==> src/rtl/fetch_seq_pkg.sv <==
// fetch_seq_pkg
// Shared definitions for the fetch-unit load sequencer: FSM state encoding,
// bram_sel codes, load-mask bit positions and small decode helpers.
package fetch_seq_pkg;

    typedef enum logic [2:0] {
        ST_IDLE   = 3'd0,
        ST_PREP   = 3'd1,
        ST_LOAD_A = 3'd2,
        ST_LOAD_B = 3'd3,
        ST_LOAD_I = 3'd4,
        ST_GAP    = 3'd5,
        ST_RUN    = 3'd6
    } state_t;

    localparam logic [1:0] SEL_A    = 2'b00;
    localparam logic [1:0] SEL_B    = 2'b01;
    localparam logic [1:0] SEL_I    = 2'b10;
    localparam logic [1:0] SEL_NONE = 2'b11;

    localparam int unsigned MASK_A = 0;
    localparam int unsigned MASK_B = 1;
    localparam int unsigned MASK_I = 2;

    // First still-pending phase in A, B, I order; RUN once none remain.
    function automatic state_t next_phase(input logic [2:0] pending);
        state_t s;
        if (pending[MASK_A])      s = ST_LOAD_A;
        else if (pending[MASK_B]) s = ST_LOAD_B;
        else if (pending[MASK_I]) s = ST_LOAD_I;
        else                      s = ST_RUN;
        return s;
    endfunction

    function automatic logic [1:0] phase_sel(input state_t s);
        logic [1:0] sel;
        case (s)
            ST_LOAD_A: sel = SEL_A;
            ST_LOAD_B: sel = SEL_B;
            ST_LOAD_I: sel = SEL_I;
            default:   sel = SEL_NONE;
        endcase
        return sel;
    endfunction

endpackage

==> src/rtl/fetch_load_sequencer_beat_counter.sv <==
// beat_counter
// Saturating beat counter with an expected-length compare.
// Ports:
//   clk, rst_n  - clock, synchronous active-low reset
//   clear       - zero the count (wins over inc)
//   inc         - count one accepted beat
//   expected    - expected beat number of the final beat
//   count       - beats counted so far
//   match       - the beat being accepted now is beat number `expected`
module beat_counter #(
    parameter int unsigned WIDTH = 12
) (
    input  logic             clk,
    input  logic             rst_n,
    input  logic             clear,
    input  logic             inc,
    input  logic [WIDTH-1:0] expected,
    output logic [WIDTH-1:0] count,
    output logic             match
);

    logic             sat;
    logic [WIDTH-1:0] beat_num;

    always_comb begin
        sat      = (count == '1);
        beat_num = sat ? count : count + WIDTH'(1);
        match    = (beat_num == expected);
    end

    always_ff @(posedge clk) begin
        if (!rst_n) begin
            count <= '0;
        end else if (clear) begin
            count <= '0;
        end else if (inc && !sat) begin
            count <= count + WIDTH'(1);
        end
    end

endmodule

==> src/rtl/fetch_load_sequencer.sv <==
// fetch_load_sequencer
// Sequences the A / B / instruction load phases of the fetch unit, gates the
// DMA stream so beats pass only while a phase is open, checks phase lengths
// and starts the PE array once loading completes.
// Ports:
//   S_AXIS_ACLK, S_AXIS_ARESETN   - clock, synchronous active-low reset
//   cfg_start/row_width/load_mask - start pulse and configuration
//   S_AXIS_TVALID/TLAST/TREADY    - DMA stream handshake (TDATA bypasses)
//   FU_TVALID/FU_TLAST            - gated stream to the fetch unit
//   bram_sel, row_width           - target BRAM and latched row width
//   pe_start, pe_done             - PE array start pulse / completion
//   busy, done, err_cfg, err_len  - status
module fetch_load_sequencer
    import fetch_seq_pkg::*;
#(
    parameter int unsigned BRAM_DEPTH       = 10,
    parameter int unsigned INSTR_BRAM_DEPTH = 11
) (
    input  logic        S_AXIS_ACLK,
    input  logic        S_AXIS_ARESETN,
    input  logic        cfg_start,
    input  logic [31:0] cfg_row_width,
    input  logic [2:0]  cfg_load_mask,
    input  logic        S_AXIS_TVALID,
    input  logic        S_AXIS_TLAST,
    output logic        S_AXIS_TREADY,
    output logic        FU_TVALID,
    output logic        FU_TLAST,
    output logic [1:0]  bram_sel,
    output logic [31:0] row_width,
    output logic        pe_start,
    input  logic        pe_done,
    output logic        busy,
    output logic        done,
    output logic        err_cfg,
    output logic        err_len
);

    localparam int unsigned LEN_W = BRAM_DEPTH + 1;
    localparam int unsigned CNT_W = INSTR_BRAM_DEPTH + 1;
    localparam logic [63:0] MATRIX_CAP = 64'd1 << BRAM_DEPTH;
    localparam logic [CNT_W-1:0] INSTR_CAP = CNT_W'(64'd1 << INSTR_BRAM_DEPTH);

    state_t             state;
    state_t             state_next;
    logic               prep_cnt;
    logic [2:0]         pending;
    logic [LEN_W-1:0]   sq_len;
    logic [63:0]        sq64;
    logic               cfg_valid;
    logic               start_ok;
    logic               in_load;
    logic               beat;
    logic               last_beat;
    logic               cnt_clear;
    logic [CNT_W-1:0]   expected_len;
    logic [CNT_W-1:0]   beat_count;
    logic               len_match;

    always_comb begin
        state_next    = state;
        sq64          = 64'(cfg_row_width) * 64'(cfg_row_width);
        cfg_valid     = (cfg_row_width != '0) && (sq64 <= MATRIX_CAP);
        start_ok      = (state == ST_IDLE) && cfg_start && cfg_valid;
        in_load       = (state == ST_LOAD_A) || (state == ST_LOAD_B) ||
                        (state == ST_LOAD_I);
        S_AXIS_TREADY = in_load;
        FU_TVALID     = in_load && S_AXIS_TVALID;
        FU_TLAST      = in_load && S_AXIS_TVALID && S_AXIS_TLAST;
        beat          = in_load && S_AXIS_TVALID;
        last_beat     = beat && S_AXIS_TLAST;
        cnt_clear     = start_ok || last_beat;
        expected_len  = CNT_W'(sq_len);

        case (state)
            ST_IDLE:   if (start_ok) state_next = ST_PREP;
            ST_PREP:   if (prep_cnt) state_next = next_phase(pending);
            ST_LOAD_A,
            ST_LOAD_B,
            ST_LOAD_I: if (last_beat) state_next = ST_GAP;
            ST_GAP:    state_next = next_phase(pending);
            ST_RUN:    if (pe_done) state_next = ST_IDLE;
            default:   state_next = ST_IDLE;
        endcase
    end

    always_ff @(posedge S_AXIS_ACLK) begin
        if (!S_AXIS_ARESETN) begin
            state <= ST_IDLE;
        end else begin
            state <= state_next;
        end
    end

    beat_counter #(
        .WIDTH(CNT_W)
    ) u_beat_counter (
        .clk      (S_AXIS_ACLK),
        .rst_n    (S_AXIS_ARESETN),
        .clear    (cnt_clear),
        .inc      (beat),
        .expected (expected_len),
        .count    (beat_count),
        .match    (len_match)
    );

    always_ff @(posedge S_AXIS_ACLK) begin
        if (!S_AXIS_ARESETN) begin
            prep_cnt  <= 1'b0;
            pending   <= '0;
            sq_len    <= '0;
            row_width <= '0;
            bram_sel  <= SEL_NONE;
            pe_start  <= 1'b0;
            busy      <= 1'b0;
            done      <= 1'b0;
            err_cfg   <= 1'b0;
            err_len   <= 1'b0;
        end else begin
            // Two PREP cycles: prep_cnt is 0 on the first, 1 on the second.
            prep_cnt <= (state == ST_PREP) ? ~prep_cnt : 1'b0;

            // Registered outputs are decoded from state_next so they are
            // aligned with the state register rather than a cycle behind.
            bram_sel <= phase_sel(state_next);
            busy     <= (state_next != ST_IDLE);
            pe_start <= (state_next == ST_RUN) && (state != ST_RUN);

            if ((state == ST_IDLE) && cfg_start) begin
                if (cfg_valid) begin
                    row_width <= cfg_row_width;
                    sq_len    <= sq64[LEN_W-1:0];
                    pending   <= cfg_load_mask;
                    done      <= 1'b0;
                    err_cfg   <= 1'b0;
                    err_len   <= 1'b0;
                end else begin
                    err_cfg <= 1'b1;
                end
            end

            // Retire a phase as soon as it is open so GAP picks the next one.
            case (state)
                ST_LOAD_A: pending[MASK_A] <= 1'b0;
                ST_LOAD_B: pending[MASK_B] <= 1'b0;
                ST_LOAD_I: pending[MASK_I] <= 1'b0;
                default:   ;
            endcase

            if (last_beat && ((state == ST_LOAD_A) || (state == ST_LOAD_B)) &&
                !len_match) begin
                err_len <= 1'b1;
            end
            // beat_count holds the beats before this one, so count >= cap
            // means this beat's number exceeds the instruction capacity.
            if (beat && (state == ST_LOAD_I) && (beat_count >= INSTR_CAP)) begin
                err_len <= 1'b1;
            end

            if ((state == ST_RUN) && pe_done) begin
                done <= 1'b1;
            end
        end
    end

endmodule

==> config.mk <==
export PLATFORM = sky130hd
export DESIGN_NAME = fetch_load_sequencer
export DESIGN_NICKNAME = d
export VERILOG_FILES = /design/src/rtl/fetch_seq_pkg.sv /design/src/rtl/fetch_load_sequencer_beat_counter.sv /design/src/rtl/fetch_load_sequencer.sv
export SDC_FILE = /design/constraint.sdc
export NUM_CORES = 2
export LEC_CHECK = 0
export CAP_MARGIN = 20
export CORE_MARGIN = 3
export CORE_UTILIZATION = 60
export DETAILED_ROUTE_END_ITERATION = 8
export HOLD_SLACK_MARGIN = 0.06
export PLACE_DENSITY = 0.76
export SYNTH_ARGS = -nofsm -noshare
export SYNTH_HDL_FRONTEND = slang
export SYNTH_SLANG_ARGS = --single-unit
==> constraint.sdc <==
create_clock -name S_AXIS_ACLK -period 14.36 [get_ports S_AXIS_ACLK]
set_input_delay 2.872 -clock S_AXIS_ACLK [delete_from_list [all_inputs] [get_ports S_AXIS_ACLK]]
set_output_delay 2.872 -clock S_AXIS_ACLK [all_outputs]
set_load 0.01 [all_outputs]
==> metrics.md <==
| Metric | Value |
|---|---|
| Startpoint types | `input port` |
| Global routing usage on met1 | `42.2%` |
| WL final | `85800 um` |
| R2r startpoint | `state[2]` |
| Initial Utilization | `61.2%` |
| PnR worst setup slack | `0.904 ns` |
| TritonCTS clock tree | `done` |
| Global routing usage on met3 | `5.90%` |
| CP max stage cell | `or4_2` |
| Flops & latches, synth | `67` |
| Die W | `242 um` |
| TritonCTS Buffers | `9` |
| DRT iter0 DRCs | `1737` |
| Main synth FF type | `dfxtp_1` |
| Sink Count | `67` |
| Std cell rows | `85` |
| Syn nets | `4866` |
| Cts hold-fix bufs | `0` |
| Hold Path Class | `flip-flop to flip-flop` |
| Most frequent CP cell | `fa_1` |
| Share of the synthesized area in the top cell type | `48.4%` |
| DR WL/cell | `19.3 um` |
| Global-route wire length before repair | `142000 um` |
| Multi-input logic area | `27400 um2` |
| Tot GR Track Use | `30.6%` |
| Crit end category | `flip-flop` |
| Die height | `242 um` |
| Hold_sp | `done` |
| Status | `finished, final reports clean` |
| Max incr delay on CP | `1.08 ns` |
| Hold depth | `2` |
| Mapped Cells | `3742` |
| Largest fanout on the critical path | `29` |
| R2r worst-path depth | `11` |
| CP bufs+invs | `4` |
| Reg2reg setup slack | `9.04 ns` |
| Post-synth EDFFs | `0` |
| Worst EP required | `14.53 ns` |
| ANT cells | `0` |
| Post-cts resize count | `0` |
| Final Critical Period | `13.46 ns` |
| CTS Buffer Depth | `2` |
| Setup TNS Final | `0 ns` |
| Place WS | `0.776 ns` |
| Detail Route Antenna Nets | `0` |
| Mapped cell area | `33300 um2` |
| RR Endpoint | `u_beat_counter.count[6]` |
| Fmax | `0.0743 GHz` |
| Sequential area share after synthesis | `4.03%` |
| Worst rel slew slack | `24.5%` |
| Final setup fails | `0` |
| CP arrival | `13.63 ns` |
| Syn Area/Cell | `8.90 um2` |
| Largest net degree at the start of global routing | `51` |
| Worst Tran Pin Value | `1.13 ns` |
| Number of port buffers | `82` |
| Gpl congestion | `1.00` |
| Largest area contributor in the netlist | `fa_1` |
| Layout cells sized above 1 | `2.99%` |
| Crit share post-route | `93.7%` |
| Yosys warnings | `0` |
| Hold endpoint | `done` |
| Fillers | `4510` |
| Skew-Pair Late Insertion Delay | `0.33 ns` |
| RSZ-0062 raised after global routing | `no` |
| Initial antenna violation count | `3` |
| Async SR Flop Fraction | `0%` |
| Final Hold Viols | `0` |
| Number of global-route vias before repair | `26936` |
| Die area | `58300 um2` |
| M2 GR Usage | `49.8%` |
| Kind of critical path | `input port to flip-flop` |
| Vias | `24764` |
| CTS Root Cell | `clkbuf_16` |
| CORE AREA | `54300 um2` |
| Most used routing layer in global routing | `met2` |
| Drt drc | `0` |
| Final Max Slew Viols | `0` |
| Worst-path clk slew | `0.06 ns` |
| Post-CTS setup repair buffer count | `0` |
| Delay-heaviest family, CP | `adder cells` |
| H-tree depth | `3` |
| Sequential Area | `1340 um2` |
| Ports | `83` |
| Via density | `5.56` |
| Ranking of synthesized cells by area | `fa_1 (48%), inv_1 (12%), ha_1 (10%)` |
| Net count, final | `4837` |
| TritonRoute pass-1 iters | `5` |
| Clock Skew | `0.00483 ns` |
| Area grow syn2layout | `5.45%` |
| Hold Slack | `0.467 ns` |
| Post-synthesis cell type count | `75` |
| Grt ovf | `0` |
| Detailed placer's ending HPWL | `71800 um` |
| MaxCap Viol Count | `0` |
## sequential cells by signal (all words and copies together) (netlist names), 2 cells and up
register and flops:
row_width 32, state 3, sq_len 9, u_beat_counter.count 12
pending 3, bram_sel 2
## through the flow
| stage | cells | utilization, % | area, um2 |
|---|---|---|---|
| 6_report | 4457 | 64.6 | 35100 |
| 4_1_cts | 4457 | 64.6 | 35100 |
| 3_5_place_dp | 4441 | 64.0 | 34800 |
| 2_1_floorplan | 3742 | - | 33300 |
| 5_1_grt | 4457 | 64.6 | 35100 |
| 3_3_place_gp | 4441 | 64.0 | 34800 |
## synthesized netlist by cell type, types with 43 or more instances
master,count
inv_1,1035
and2_1,185
nand2_1,381
clkbuf_1,155
ha_1,278
nor2_1,102
xor2_1,43
fa_1,805
nand4_1,75
a21oi_1,131
o31ai_1,44
dfxtp_1,67
## cells in the final DEF (no fill, tap or decap), types with 13 or more instances in the layout
cell	n
inv_1	1035
fa_1	805
nand2_1	381
ha_1	278
and2_1	185
a21oi_1	131
nor2_1	102
clkdlybuf4s50_1	76
nand4_1	75
dfxtp_1	67
buf_4	57
o31ai_1	44
xor2_1	42
xnor2_1	41
o21ai_0	40
nand3_1	28
nor3_1	28
o21a_1	25
a21o_1	23
nor4_1	21
and3_1	16
mux2i_1	14
nor2b_1	13
## layer usage
layer | vias up | part of all wire (%)
met5 | - | 0
met4 | 0 | 3.3
met3 | 149 | 7.6
met2 | 869 | 47
met1 | 12565 | 42
li1 | 11181 | -
## worst register-to-register path, cell delays in order, from the launching register on
cell and delay [ns]:
dfxtp_1 0.41, nor4b_1 0.91, o2111ai_1 0.42, nor3_1 0.26, nand4b_1 0.15, nor4_1 0.42
o2111ai_1 0.25, nor4_1 0.26, nand4_1 0.17, or4_2 1.02, nor3_2 0.75, nor3_1 0.15
## cell families after synthesis
kind of cell	count (synthesis)	synth area share [%]
flops	67	4.03
simple gates	902	13.2
xor+xnor	85	2.24
fa+ha+maj	1083	58.9
mux	17	0.522
compound gates	369	7.22
buf+inv	1219	13.9
## area by class of cell
class	instances	share of cell area [%]
clock buffers	9	0.642
flip-flops and latches	67	3.82
multi-input cells	2456	78.0
repair buffers	142	3.64
well taps	739	2.63
clock inverters	7	0.217
inverters	1037	11.1
## worst max-delay path by stage
stage,from,to,slack (ns),depth (start not counted)
floorplan,cfg_row_width[4],sq_len[10],3.05,34
global placement,cfg_row_width[28],u_beat_counter.count[2],0.79,25
detailed placement,cfg_row_width[28],u_beat_counter.count[8],0.78,25
CTS,cfg_row_width[3],u_beat_counter.count[6],1.09,30
global route,cfg_row_width[26],u_beat_counter.count[4],0.43,27
finish,cfg_row_width[28],u_beat_counter.count[6],0.90,25
Power is not shown: default switching activity piles up to over one toggle a cycle in this logic, so the estimate is an artifact.
